### src/rtl/pong_match_ctrl.sv
// N-player pong match sequencer: splash, serve countdown, rally, point pause, game over.
// Optional macro WIN_BY_TWO_EN requires a two-point lead to win, unless the scorer is already saturated.
module pong_match_ctrl #(
  parameter int NUM_PLAYERS      = 2,
  parameter int SCORE_W          = 3,
  parameter int WIN_SCORE        = 7,
  parameter int SERVE_TICKS      = 60,
  parameter int POINT_HOLD_TICKS = 30
) (
  input  logic                           clk,
  input  logic                           clr,
  input  logic                           tick,
  input  logic                           start,
  input  logic                           restart,
  input  logic [NUM_PLAYERS-1:0]         point,
  output logic [NUM_PLAYERS*SCORE_W-1:0] scores,
  output logic [2:0]                     cur_state,
  output logic                           ball_en,
  output logic [1:0]                     serve_to,
  output logic [1:0]                     winner,
  output logic                           game_over
);
  typedef enum logic [2:0] {
    S_IDLE = 3'd0, S_SERVE = 3'd1, S_PLAY = 3'd2, S_POINT = 3'd3, S_OVER = 3'd4
  } state_t;

  localparam int CNT_MAX = (SERVE_TICKS > POINT_HOLD_TICKS) ? SERVE_TICKS : POINT_HOLD_TICKS;
  localparam int CW      = $clog2(CNT_MAX + 1);
  localparam logic [CW-1:0]      SERVE_LD = CW'(SERVE_TICKS);
  localparam logic [CW-1:0]      HOLD_LD  = CW'(POINT_HOLD_TICKS);
  localparam logic [CW-1:0]      ONE      = CW'(1);
  localparam logic [SCORE_W-1:0] SMAX     = '1;
  localparam logic [SCORE_W-1:0] WIN      = SCORE_W'(WIN_SCORE);

  state_t                              state_q, state_d;
  logic [NUM_PLAYERS-1:0][SCORE_W-1:0] score_q, score_d;
  logic [CW-1:0]                       cnt_q, cnt_d;
  logic [1:0]                          serve_q, serve_d, win_q, win_d;
  logic                                start_q, restart_q;
  logic                                start_rise, restart_rise;

  logic               hit, ends;
  logic [1:0]         pidx;
  logic [SCORE_W-1:0] old_sc, new_sc;

  assign start_rise   = start & ~start_q;
  assign restart_rise = restart & ~restart_q;

  // Lowest-index scorer wins the cycle; simultaneous higher bits are dropped.
  always_comb begin
    hit    = 1'b0;
    pidx   = '0;
    old_sc = '0;
    for (int i = NUM_PLAYERS - 1; i >= 0; i--) begin
      if (point[i]) begin
        hit    = 1'b1;
        pidx   = 2'(i);
        old_sc = score_q[i];
      end
    end
    new_sc = (old_sc == SMAX) ? SMAX : old_sc + 1'b1;
`ifdef WIN_BY_TWO_EN
    begin
      logic                 lead_ok;
      logic [SCORE_W:0]     two;
      two     = (SCORE_W+1)'(2);
      lead_ok = 1'b1;
      for (int j = 0; j < NUM_PLAYERS; j++)
        if (2'(j) != pidx && ({1'b0, score_q[j]} + two) > {1'b0, new_sc})
          lead_ok = 1'b0;
      ends = (new_sc >= WIN) && (lead_ok || old_sc == SMAX);
    end
`else
    ends = (new_sc >= WIN);
`endif
  end

  always_ff @(posedge clk) begin
    if (clr) begin
      state_q   <= S_IDLE;
      score_q   <= '0;
      cnt_q     <= '0;
      serve_q   <= '0;
      win_q     <= '0;
    end else begin
      state_q   <= state_d;
      score_q   <= score_d;
      cnt_q     <= cnt_d;
      serve_q   <= serve_d;
      win_q     <= win_d;
    end
    start_q   <= start;
    restart_q <= restart;
  end

  always_comb begin
    state_d = state_q;
    score_d = score_q;
    cnt_d   = cnt_q;
    serve_d = serve_q;
    win_d   = win_q;
    if (restart_rise) begin
      state_d = S_IDLE;
      score_d = '0;
      serve_d = '0;
    end else begin
      case (state_q)
        S_IDLE: if (start_rise) begin
          state_d = S_SERVE;
          cnt_d   = SERVE_LD;
          serve_d = '0;
        end
        S_SERVE: if (tick) begin
          if (cnt_q <= ONE) begin
            state_d = S_PLAY;
            cnt_d   = '0;
          end else cnt_d = cnt_q - ONE;
        end
        S_PLAY: if (hit) begin
          for (int i = 0; i < NUM_PLAYERS; i++)
            if (2'(i) == pidx) score_d[i] = new_sc;
          if (ends) begin
            state_d = S_OVER;
            win_d   = pidx;
          end else begin
            state_d = S_POINT;
            cnt_d   = HOLD_LD;
            serve_d = pidx;
          end
        end
        S_POINT: if (tick) begin
          if (cnt_q <= ONE) begin
            state_d = S_SERVE;
            cnt_d   = SERVE_LD;
          end else cnt_d = cnt_q - ONE;
        end
        S_OVER:  ;
        default: state_d = S_IDLE;
      endcase
    end
  end

  always_comb begin
    cur_state = state_q;
    ball_en   = (state_q == S_PLAY);
    game_over = (state_q == S_OVER);
    scores    = score_q;
    serve_to  = serve_q;
    winner    = win_q;
  end
endmodule

### config.mk
export PLATFORM = sky130hd
export DESIGN_NAME = pong_match_ctrl
export DESIGN_NICKNAME = d
export VERILOG_FILES = /design/src/rtl/pong_match_ctrl.sv
export SDC_FILE = /design/constraint.sdc
export NUM_CORES = 1
export LEC_CHECK = 0
export ABC_AREA = 1
export BUFFER_PORTS_ARGS = -buffer_cell sky130_fd_sc_hd__buf_2
export CAP_MARGIN = 30
export CORE_ASPECT_RATIO = 0.9
export CORE_MARGIN = 3
export CORE_UTILIZATION = 23
export CTS_CLUSTER_DIAMETER = 40
export DETAILED_ROUTE_END_ITERATION = 10
export SYNTH_ARGS = -nofsm -noshare
export SYNTH_HDL_FRONTEND = slang
export SYNTH_SLANG_ARGS = --single-unit
### constraint.sdc
create_clock -name clk -period 1.7 [get_ports clk]
set_input_delay 0.17 -clock clk [delete_from_list [all_inputs] [get_ports clk]]
set_output_delay 0.17 -clock clk [all_outputs]
set_load 0.02 [all_outputs]
==> results of run 1 <==
## through the flow
stage / utilization (%) / setup slack, ns / hold slack (ns) / power [W] / instance area (um2)
final: 30.2 / 0.132 / 0.0179 / 0.00240 / 1480
after global routing: 30.2 / -0.00693 / 0.0121 / 0.00267 / 1480
after CTS: 29.4 / 0.0110 / 0.00956 / 0.00235 / 1440
after detailed placement: 28.5 / -0.0436 / 0.289 / 0.00201 / 1390
after global placement: 28.5 / 0.0185 / 0.289 / 0.00201 / 1390
after floorplan: - / 0.0915 / 0.198 / 0.00171 / 1180
## worst reg2reg max path, cell delays in order, from the launching register on
cell	delay (ns)
sky130_fd_sc_hd__dfxtp_2	0.34
sky130_fd_sc_hd__inv_1	0.07
sky130_fd_sc_hd__ha_1	0.21
sky130_fd_sc_hd__o211ai_1	0.30
sky130_fd_sc_hd__nand2_2	0.14
sky130_fd_sc_hd__nand3_1	0.12
sky130_fd_sc_hd__nor2_2	0.07
sky130_fd_sc_hd__o21ai_0	0.16
sky130_fd_sc_hd__a21oi_1	0.05
## routing by layer
metal / global-route usage, % / share of wire, %
met5: 0 / 0
met4: 3.38 / 1.3
met3: 3.55 / 6.3
met2: 13.7 / 38
met1: 15.0 / 54
## cell usage in the layout, fill, tap and decap left out, types with 3 or more instances in the layout
cell type                  Yosys  layout
sky130_fd_sc_hd__nand3_1      13      13
sky130_fd_sc_hd__nand2_2       3       5
sky130_fd_sc_hd__inv_2         4       4
sky130_fd_sc_hd__dfxtp_2       0       3
sky130_fd_sc_hd__o211ai_1      3       3
sky130_fd_sc_hd__a21oi_1      13      13
sky130_fd_sc_hd__inv_1        29      29
sky130_fd_sc_hd__o21ai_0      13      11
sky130_fd_sc_hd__nand2_1      44      42
sky130_fd_sc_hd__ha_1          3       3
sky130_fd_sc_hd__clkbuf_8      0       3
sky130_fd_sc_hd__nor2_1       20      20
sky130_fd_sc_hd__buf_2         0      19
sky130_fd_sc_hd__buf_4         2       9
sky130_fd_sc_hd__nor2_2        3       3
sky130_fd_sc_hd__dfxtp_1      19      16
## how the worst max path moves through the flow
stage               startpoint           end  slack, ns  cells after the start
global route          cnt_q[0]      cnt_q[1]     -0.007                     10
detailed placement    point[0]      cnt_q[5]      -0.04                     14
global placement      point[0]      cnt_q[4]       0.02                     14
CTS                   cnt_q[0]      cnt_q[2]       0.01                      9
finish                cnt_q[0]  cur_state[2]       0.13                      8
floorplan            scores[3]      cnt_q[4]       0.09                     10
## power by group
group	internal, W	leakage (nW)	switching (W)	total, W
Combinational	0.000529	0.556	0.000859	0.00139
Sequential	0.000567	0.157	0.000134	0.000701
Clock	0.000167	0.0228	0.000148	0.000315
Total	0.00126	0.736	0.00114	0.00240
## synthesized netlist by cell type
cell type,instances,area (um2)
sky130_fd_sc_hd__nand2_1,44,165
sky130_fd_sc_hd__inv_1,29,109
sky130_fd_sc_hd__nor2_1,20,75.1
sky130_fd_sc_hd__dfxtp_1,19,380
sky130_fd_sc_hd__a21oi_1,13,65.1
sky130_fd_sc_hd__nand3_1,13,65.1
sky130_fd_sc_hd__o21ai_0,13,65.1
sky130_fd_sc_hd__inv_2,4,15.0
sky130_fd_sc_hd__ha_1,3,37.5
sky130_fd_sc_hd__nand2_2,3,18.8
sky130_fd_sc_hd__nor2_2,3,18.8
sky130_fd_sc_hd__o211ai_1,3,22.5
sky130_fd_sc_hd__buf_4,2,15.0
sky130_fd_sc_hd__nor3_4,2,32.5
sky130_fd_sc_hd__o21ai_2,2,17.5
sky130_fd_sc_hd__a31oi_1,1,6.26
sky130_fd_sc_hd__conb_1,1,3.75
sky130_fd_sc_hd__nand2_4,1,11.3
sky130_fd_sc_hd__nand3_2,1,10.0
sky130_fd_sc_hd__nand4_1,1,6.26
sky130_fd_sc_hd__nor2_4,1,11.3
sky130_fd_sc_hd__nor3_2,1,10.0
sky130_fd_sc_hd__or2_2,1,6.26
sky130_fd_sc_hd__xor2_1,1,8.76
## kinds of logic after synthesis
family	Yosys count	synth area share, %
and+or+nand+nor	91	36.6
xor gates and xnor gates	1	0.745
adders and majority gates	3	3.19
other	1	0.319
buffers and inverters	35	11.8
DFF	19	32.3
AOI/OAI and AO/OA	32	15.0
## repair_timing
action,CTS,global route
setup endpoints to repair,0,11
buffers inserted,0,2
gates resized for setup,0,9
## registers in the layout (all words and copies together) (netlist names)
| register | count |
|---|---|
| cnt_q | 6 |
| scores | 6 |
| cur_state | 3 |
| restart_q | 1 |
| serve_to | 1 |
| start_q | 1 |
| winner | 1 |
## cell type report
| cell class | count | area share, % |
|---|---|---|
| Clock buffer | 4 | 3.05 |
| Timing Repair Buffer | 28 | 11.0 |
| Multi-Input combinational cell | 129 | 46.1 |
| Inverter | 33 | 8.38 |
| Tap cell | 65 | 5.50 |
| Sequential cell | 19 | 26.0 |
==> PnR_summary.wiki, run 1 <==
{| class="wikitable"
! Metric !! Value
|-
| Final Wtd Congestion || 0.874
|-
| Count of filler cells inserted in the layout || 550
|-
| Worst-skew pair later-pin latency || 0.26 ns
|-
| Minimum clock period || 1.57 ns
|-
| Post-synthesis instance area || 1180 um2
|-
| Final WL || approximately 2.7 mm
|-
| Detailed placement HPWL || 2.21 mm
|-
| Post-detailed-route wirelength per cell || between 9 and 10 um
|-
| Required time at the endpoint of the critical path || 1.85 ns
|-
| Final net count || 224
|-
| Clock Tree Buf Depth || 2
|-
| Die area || 6010 um2
|-
| Clock tree from TritonCTS || done
|-
| Class of the worst hold path || input port to flop
|-
| Via count of the first global-routing pass || a little over 1,000
|-
| Worst setup path category || flop to flop
|-
| Number of search-and-repair iterations in the first detailed-routing pass || 4
|-
| Critical Path End Type || flop
|-
| Count of standard-cell rows || 24
|-
| Worst R2R Path Depth || 8
|-
| Synth cell types || 24
|-
| Standard cell core area || 4890 um2
|-
| Crit path max fanout || 4
|-
| Hold Violations, Final || 0
|-
| Number of buffers added on ports || 19
|-
| Clock transition at the registers of the reported paths || 0.07 ns
|-
| Global-route wire length before repair || 4.73 mm
|-
| WP data arrival || 1.72 ns
|-
| Maximum number of pins on one net before global-route repair || 11
|-
| Number of placed I/O pins || 22
|-
| Number of sinks handled by clock tree synthesis || 19
|-
| Crit-path max cell delay || 0.34 ns
|-
| Post-synthesis to final-layout area growth || 25.6%
|-
| Overall track demand over capacity in global routing || 10.2%
|-
| Top cell family by delay on the critical path || compound AO/OA/AOI/OAI gates
|-
| Power Density || 1630 nW/um2
|-
| Num CTS Buffers || 3
|-
| Overflow after GRT || 0
|-
| Highest clock rate || approximately 640 MHz
|-
| Sequential cell area || 384 um2
|-
| Chip width || 81.4 um
|-
| Reg2Reg Launch Point || cnt_q[0]
|-
| Area of the multi-input gates || between 600 and 700 um2
|-
| Cell at the root of the clock tree || sky130_fd_sc_hd__clkbuf_8
|-
| Worst Hold Path Cells || 1
|-
| Synth warnings || 0
|-
| Setup total negative slack || 0 ns
|-
| Startpoint type of the worst setup path || flop
|-
| Final instance count without filler cells || 278
|-
| Fraction of layout instances using a drive strength above 1 || 25.8%
|-
| Final slew viol count || 0
|-
| Result of the run || finished clean
|-
| Number of DRC markers in iteration 0 || 111
|-
| Worst Path Buf+Inv || 1
|-
| Via count || around 1,200
|-
| Count of endpoints failing setup in the final report || 0
|-
| Standard cell with the maximum stage delay on the critical path || sky130_fd_sc_hd__dfxtp_2
|-
| Clk_skew || just over 0.01 ns
|-
| Reg-to-reg slack, setup || 0.13 ns
|-
| Hold EP || start_q
|-
| Number of antenna violations at the first check in global routing || 0
|-
| Final critical-path share of the clock period || 92.2%
|-
| Post-synthesis cell count || 182
|-
| Sequence of cells on the critical path || inv_1, ha_1, o211ai_1, nand2_2, nand3_1, nor2_2, o21ai_0, a21oi_1
|-
| Mean instance size in the synthesized netlist || 6.46 um2
|-
| Max-Cap Viols || 0
|-
| Worst hold start || start
|-
| End of the worst register-to-register path || cur_state[2]
|-
| Post-synthesis sequential element count || 19
|-
| Post-route antenna net violation count || 0
|-
| Count of hold buffers inserted by post-cts repair || 0
|-
| Drt drc || 0
|-
| Sequential fraction of the synthesis area || 32.3%
|-
| H-tree Lvls || 1
|-
| Highest ir drop seen on vdd || 0.000461 V
|-
| Vias/cell || 4.15
|-
| Height of the chip || between 70 and 80 um
|-
| Number of diodes || 0
|-
| Initial Utilization || 24.0%
|-
| Static leakage power || 0.736 nW
|-
| Placed Cells || 272
|}
Note: power is estimated with default switching activity, not from simulation.
==> run 2: changes to the inputs <==
--- a/config.mk
+++ b/config.mk
@@ -8,7 +8,7 @@
 export ABC_AREA = 1
 export BUFFER_PORTS_ARGS = -buffer_cell sky130_fd_sc_hd__buf_2
 export CAP_MARGIN = 30
-export CORE_ASPECT_RATIO = 0.9
+export CORE_ASPECT_RATIO = 0.8
 export CORE_MARGIN = 3
 export CORE_UTILIZATION = 23
 export CTS_CLUSTER_DIAMETER = 40
==> run 2 against run 1 <==
Net effect:
- critical path depth increased by 1
- flip-flop and latch count unchanged
- die area about the same
- sequential share of layout area decreased by 0.15 points
- clock-buffer cell count unchanged
- utilization increased by 0.81 points
- maximum frequency decreased by 0.95%
- via count increased by 2.9%
- cell area about the same
- clock skew decreased by 0.0038 ns
- largest cell class unchanged
- highest routed layer unchanged
==> PnR_summary.wiki, run 2 (synthesized netlist as in run 1, its figures left out) <==
{| class="wikitable"
! Metric !! Value
|-
| Result of the run || finished clean
|-
| Commonest cells after routing, fill and taps aside || sky130_fd_sc_hd__nand2_1 (43), sky130_fd_sc_hd__inv_1 (29), sky130_fd_sc_hd__nor2_1 (20), sky130_fd_sc_hd__buf_2 (19), sky130_fd_sc_hd__dfxtp_1 (18)
|-
| Class of the worst hold path || input port to flop
|-
| Worst slack at placement || -0.0399 ns
|-
| Count of standard-cell rows || 22
|-
| Met1 capacity usage during global routing || 15.5%
|-
| Overflow after GRT || 0
|-
| Most Used Layer, Global Route || met1
|-
| Post-route antenna net violation count || 0
|-
| Final net count || approximately 230
|-
| Worst setup path category || flop to flop
|-
| Standard cell core area || around 4800 um2
|-
| Overall power consumption || 0.00241 W
|-
| Required time at the endpoint of the critical path || 1.89 ns
|-
| Global-route wire length before repair || 5.09 mm
|-
| Height of the chip || 70.0 um
|-
| Clock tree from TritonCTS || done
|-
| Drt drc || 0
|-
| Via count || 1,188
|-
| Instance area after placement || between 1000 and 1500 um2
|-
| Number of search-and-repair iterations in the first detailed-routing pass || 4
|-
| Count of hold buffers inserted by post-cts repair || 0
|-
| Critical Path End Type || flop
|-
| Number of buffers added on ports || 19
|-
| Number of placed I/O pins || 22
|-
| Minimum clock period || 1.58 ns
|-
| Setup repair after global routing missed its margin || false
|-
| Leading cell type in the layout, fill and taps excluded || sky130_fd_sc_hd__nand2_1
|-
| H-tree Lvls || 1
|-
| Highest clock rate || 632 MHz
|-
| Count of endpoints failing setup in the final report || 0
|-
| Num CTS Buffers || 3
|-
| Via count of the first global-routing pass || 1,110
|-
| Final slew viol count || 0
|-
| Cell at the root of the clock tree || sky130_fd_sc_hd__clkbuf_8
|-
| Static leakage power || between 0.7 and 0.8 nW
|-
| Post-detailed-route wirelength per cell || around 11 um
|-
| Hold Violations, Final || 0
|-
| Highest ir drop seen on vdd || 0.000616 V
|-
| Clock Tree Buf Depth || 2
|-
| Power Density || 1630 nW/um2
|-
| Clk_skew || roughly 0.0064 ns
|-
| Chip width || 86.0 um
|-
| Crit path max fanout || 4
|-
| Final core occ || between 30% and 40%
|-
| Startpoint type of the worst setup path || flop
|-
| Met2 global-route usage || 13.9%
|-
| Count of filler cells inserted in the layout || 530
|-
| WP data arrival || around 1.8 ns
|-
| Max-Cap Viols || 0
|-
| Number of antenna violations at the first check in global routing || 0
|-
| Die area || about 6000 um2
|-
| Met3 routing resource usage after global routing || 3.54%
|-
| Initial Utilization || 24.7%
|-
| Post-synthesis to final-layout area growth || 25.5%
|-
| Post-route standard cell area excluding fillers || 1480 um2
|-
| Final Wtd Congestion || about 0.84
|-
| Overall track demand over capacity in global routing || 10.3%
|-
| Number of DRC markers in iteration 0 || 36
|-
| Clock transition at the registers of the reported paths || around 0.070 ns
|-
| Maximum number of pins on one net before global-route repair || 11
|-
| Final WL || 2.90 mm
|-
| Number of sinks handled by clock tree synthesis || 19
|-
| Worst-skew pair later-pin latency || 0.26 ns
|-
| Number of diodes || 0
|-
| Final critical-path share of the clock period || 93.1%
|-
| Detailed placement HPWL || 2.30 mm
|-
| Slack of the critical path || 0.117 ns
|-
| Fraction of layout instances using a drive strength above 1 || 25.2%
|-
| Vias/cell || roughly 4.3
|}
[run 2: worst max-delay path: stages, from the launching register on]
cell	delay (ns)
sky130_fd_sc_hd__dfxtp_2	0.32
sky130_fd_sc_hd__buf_4	0.13
sky130_fd_sc_hd__ha_1	0.19
sky130_fd_sc_hd__o211ai_1	0.26
sky130_fd_sc_hd__nand2_1	0.16
sky130_fd_sc_hd__nand2_2	0.11
sky130_fd_sc_hd__o21ai_0	0.12
sky130_fd_sc_hd__nand3_1	0.09
sky130_fd_sc_hd__nand2_1	0.06
sky130_fd_sc_hd__nor2_1	0.08
[run 2: routing by layer]
layer	up-vias	share of wire, %	routed length (um)
met5	-	0	0
met4	0	0.66	19
met3	2	6.8	197
met2	26	38	1100
met1	528	55	1580
li1	632	-	-
[run 2: worst paths after layout]
path | start | to | slack, ns | cells past startpoint
worst min register to register | winner[0] | winner[0] | 0.45 | 2
worst max-delay path | cnt_q[0] | cnt_q[3] | 0.12 | 9
worst max register to register | cnt_q[0] | cnt_q[3] | 0.12 | 9
worst min-delay path | start | start_q | 0.03 | 1
[run 2: cell type report]
cell class                 count  area, um2  share of cell area [%]
timing repair buffer          29        170                    11.5
inverter                      33        124                    8.39
tap                           60       75.1                    5.08
sequential                    19        382                    25.8
multi-input combinational    129        681                    46.1
clock buffer                   4       45.0                    3.05
[run 2: what timing repair did]
item	4_1_cts	5_1_grt
setup endpoints to repair	0	7
setup buffers	0	1
gates resized for setup	0	7
endpoints found under the hold margin	0	0
[run 2: per-stage QoR]
step           setup TNS (ns)  hold WS (ns)  instances
6_report                    0        0.0311        274
4_1_cts                     0        0.0252        273
2_1_floorplan               0         0.198        183
3_3_place_gp                0         0.291        269
5_1_grt                     0        0.0203        274
3_5_place_dp           -0.109         0.296        269
[run 2: power by group]
part | switching [W] | internal, W
registers | 0.000130 | 0.000563
clock network | 0.000148 | 0.000167
logic | 0.000869 | 0.000533
==> run 3: changes to the inputs <==
==> constraint.sdc (replaced) <==
create_clock -name clk -period 1.4 [get_ports clk]
set_input_delay 0.14 -clock clk [delete_from_list [all_inputs] [get_ports clk]]
set_output_delay 0.14 -clock clk [all_outputs]
set_load 0.02 [all_outputs]
==> run 3 against run 2 <==
Net effect:
- the run now ends with setup timing left
- sequential share of layout area shrank 5.9 points
- maximum frequency increased by 4.8%
- cell count is 14% higher
- clock power rose by 29%
- largest cell class unchanged
==> PnR_summary.wiki, run 3 (synthesized netlist as in run 1, its figures left out) <==
{| class="wikitable"
! Metric !! Value
|-
| Highest ir drop seen on vdd || 0.000965 V
|-
| Startpoint type of the worst setup path || flop
|-
| Number of search-and-repair iterations in the first detailed-routing pass || 4
|-
| Count of endpoints failing setup in the final report || 16
|-
| Number of buffers added on ports || 19
|-
| H-tree Lvls || 1
|-
| Count of standard-cell rows || 22
|-
| Post-route standard cell area excluding fillers || 1990 um2
|-
| Cell at the root of the clock tree || sky130_fd_sc_hd__clkbuf_8
|-
| Clock tree from TritonCTS || done
|-
| Height of the chip || 70.0 um
|-
| Global-route wire length before repair || roughly 5.5 mm
|-
| Maximum number of pins on one net before global-route repair || 12
|-
| Via count of the first global-routing pass || 1,230
|-
| Final critical-path share of the clock period || 108%
|-
| Highest clock rate || 662 MHz
|-
| Class of the worst hold path || input port to flop
|-
| Die area || ~6000 um2
|-
| Standard cell with the maximum stage delay on the critical path || sky130_fd_sc_hd__dfxtp_4
|-
| Slack of the critical path || -0.111 ns
|-
| Sequence of cells on the critical path || nand3_4, nand2_4, ha_4, inv_4, o21ai_4, nand2_1, nand2_2, nand2_2, a21oi_2, nor2_1
|-
| Overall power consumption || 0.00383 W
|-
| Worst-skew pair later-pin latency || roughly 0.27 ns
|-
| Number of placed I/O pins || 22
|-
| Drt drc || 0
|-
| Overflow after GRT || 0
|-
| Overall track demand over capacity in global routing || 11.4%
|-
| Setup repair after global routing missed its margin || true
|-
| Clk_skew || 0.0155 ns
|-
| Number of sinks handled by clock tree synthesis || 19
|-
| Post-synthesis to final-layout area growth || 69.6%
|-
| Detailed placement HPWL || 2.47 mm
|-
| Via count || 1,351
|-
| Static leakage power || 0.968 nW
|-
| Post-route antenna net violation count || 0
|-
| Clock Tree Buf Depth || 2
|-
| Failing checks || setup timing
|-
| Worst setup path category || flop to flop
|-
| Max-Cap Viols || 0
|-
| Commonest cells after routing, fill and taps aside || sky130_fd_sc_hd__buf_4 (38), sky130_fd_sc_hd__nand2_1 (35), sky130_fd_sc_hd__inv_1 (25), sky130_fd_sc_hd__nor2_1 (19), sky130_fd_sc_hd__buf_2 (17)
|-
| Clock transition at the registers of the reported paths || 0.08 ns
|-
| Number of DRC markers in iteration 0 || 55
|-
| Required time at the endpoint of the critical path || between 1.5 and 2 ns
|-
| Final Wtd Congestion || 0.800
|-
| Critical Path End Type || flop
|-
| Library cell appearing most often on the critical path || sky130_fd_sc_hd__nand2_2
|-
| Number of diodes || 0
|-
| Final slew viol count || 0
|-
| Number of antenna violations at the first check in global routing || 0
|-
| Vias/cell || 4.34
|-
| Reg-to-reg slack, setup || -0.11 ns
|-
| Crit-path max cell delay || approximately 0.36 ns
|-
| Leading cell type in the layout, fill and taps excluded || sky130_fd_sc_hd__buf_4
|-
| Count of filler cells inserted in the layout || 476
|-
| WP data arrival || 1.69 ns
|-
| Hold Violations, Final || 0
|-
| Result of the run || complete, but fails checks
|-
| Post-detailed-route wirelength per cell || 11.4 um
|-
| Instance area after placement || 1680 um2
|-
| Final core occ || 41.9%
|-
| Final WL || 3.54 mm
|-
| Minimum clock period || 1.51 ns
|-
| Fraction of layout instances using a drive strength above 1 || ~51%
|-
| Num CTS Buffers || 3
|-
| Final Hold Slack || 0.0699 ns
|-
| Chip width || 86.0 um
|-
| Initial Utilization || 24.7%
|-
| Crit path max fanout || 4
|-
| Power Density || 1920 nW/um2
|-
| Standard cell core area || 4760 um2
|-
| Final net count || 262
|}
## run 3: changes by cell type in the layout (fill, tap and decap cells not counted), sizes merged
cell and delta:
buf +34, nand3 +1, clkbuf -1, clkinv +1, dlygate4sd3 +2
## run 3: worst paths after layout
check / start / end / cells past startpoint
setup / recovery: scores[3] / serve_to[0] / 10
hold / removal: clr / cnt_q[1] / 2
setup reg to reg: scores[3] / serve_to[0] / 10
hold reg to reg: winner[0] / winner[0] / 2
## run 3: report_power, final
| part | total, W | leakage (nW) | switching [W] | internal (W) |
|---|---|---|---|---|
| Clock | 0.000406 | 0.0255 | 0.000207 | 0.000199 |
| Combinational | 0.00260 | 0.782 | 0.00139 | 0.00121 |
| Sequential | 0.000824 | 0.160 | 0.000127 | 0.000697 |
## run 3: critical path, delay by kind of cell, from the launching register on
kind            cells  cell delay, ns
simple gates        6            0.45
flops               1            0.36
compound gates      2            0.31
fa+ha+maj           1            0.27
buf+inv             1            0.04
## run 3: timing repair
action | 4_1_cts | 5_1_grt
gates cloned | 0 | 1
pin swaps | 11 | 10
hold buffers | 2 | 0
resized for setup | 29 | 22
endpoints found under the hold margin | 2 | 0
setup buffers | 9 | 4
setup endpoints to repair | 12 | 19
## run 3: layout make-up
class / count / area [um2] / share of cell area (%)
Multi-Input combinational cell: 130 / 848 / 42.5
Timing Repair Buffer: 65 / 493 / 24.7
Sequential cell: 19 / 398 / 19.9
Inverter: 33 / 134 / 6.71
Tap cell: 60 / 75.1 / 3.76
Clock buffer: 3 / 41.3 / 2.07
Clock inverter: 1 / 5.00 / 0.251
## run 3: per-layer routing
| layer | vias to the layer above | GRT usage [%] | wire length, um |
|---|---|---|---|
| li1 | 720 | - | - |
| met1 | 609 | 15.6 | 1730 |
| met4 | 0 | 3.16 | 44 |
| met3 | 4 | 3.07 | 118 |
| met2 | 18 | 17.5 | 1650 |
| met5 | - | 0 | 0 |
## run 3: stage by stage
| step | setup TNS, ns | worst slack [ns] | std cells |
|---|---|---|---|
| after CTS | -0.727 | -0.105 | 306 |
| after global placement | -1.44 | -0.167 | 292 |
| final | -1.02 | -0.111 | 311 |
| after floorplan | -0.517 | -0.0677 | 183 |
| after detailed placement | -1.91 | -0.240 | 292 |
| after global routing | -2.61 | -0.203 | 311 |
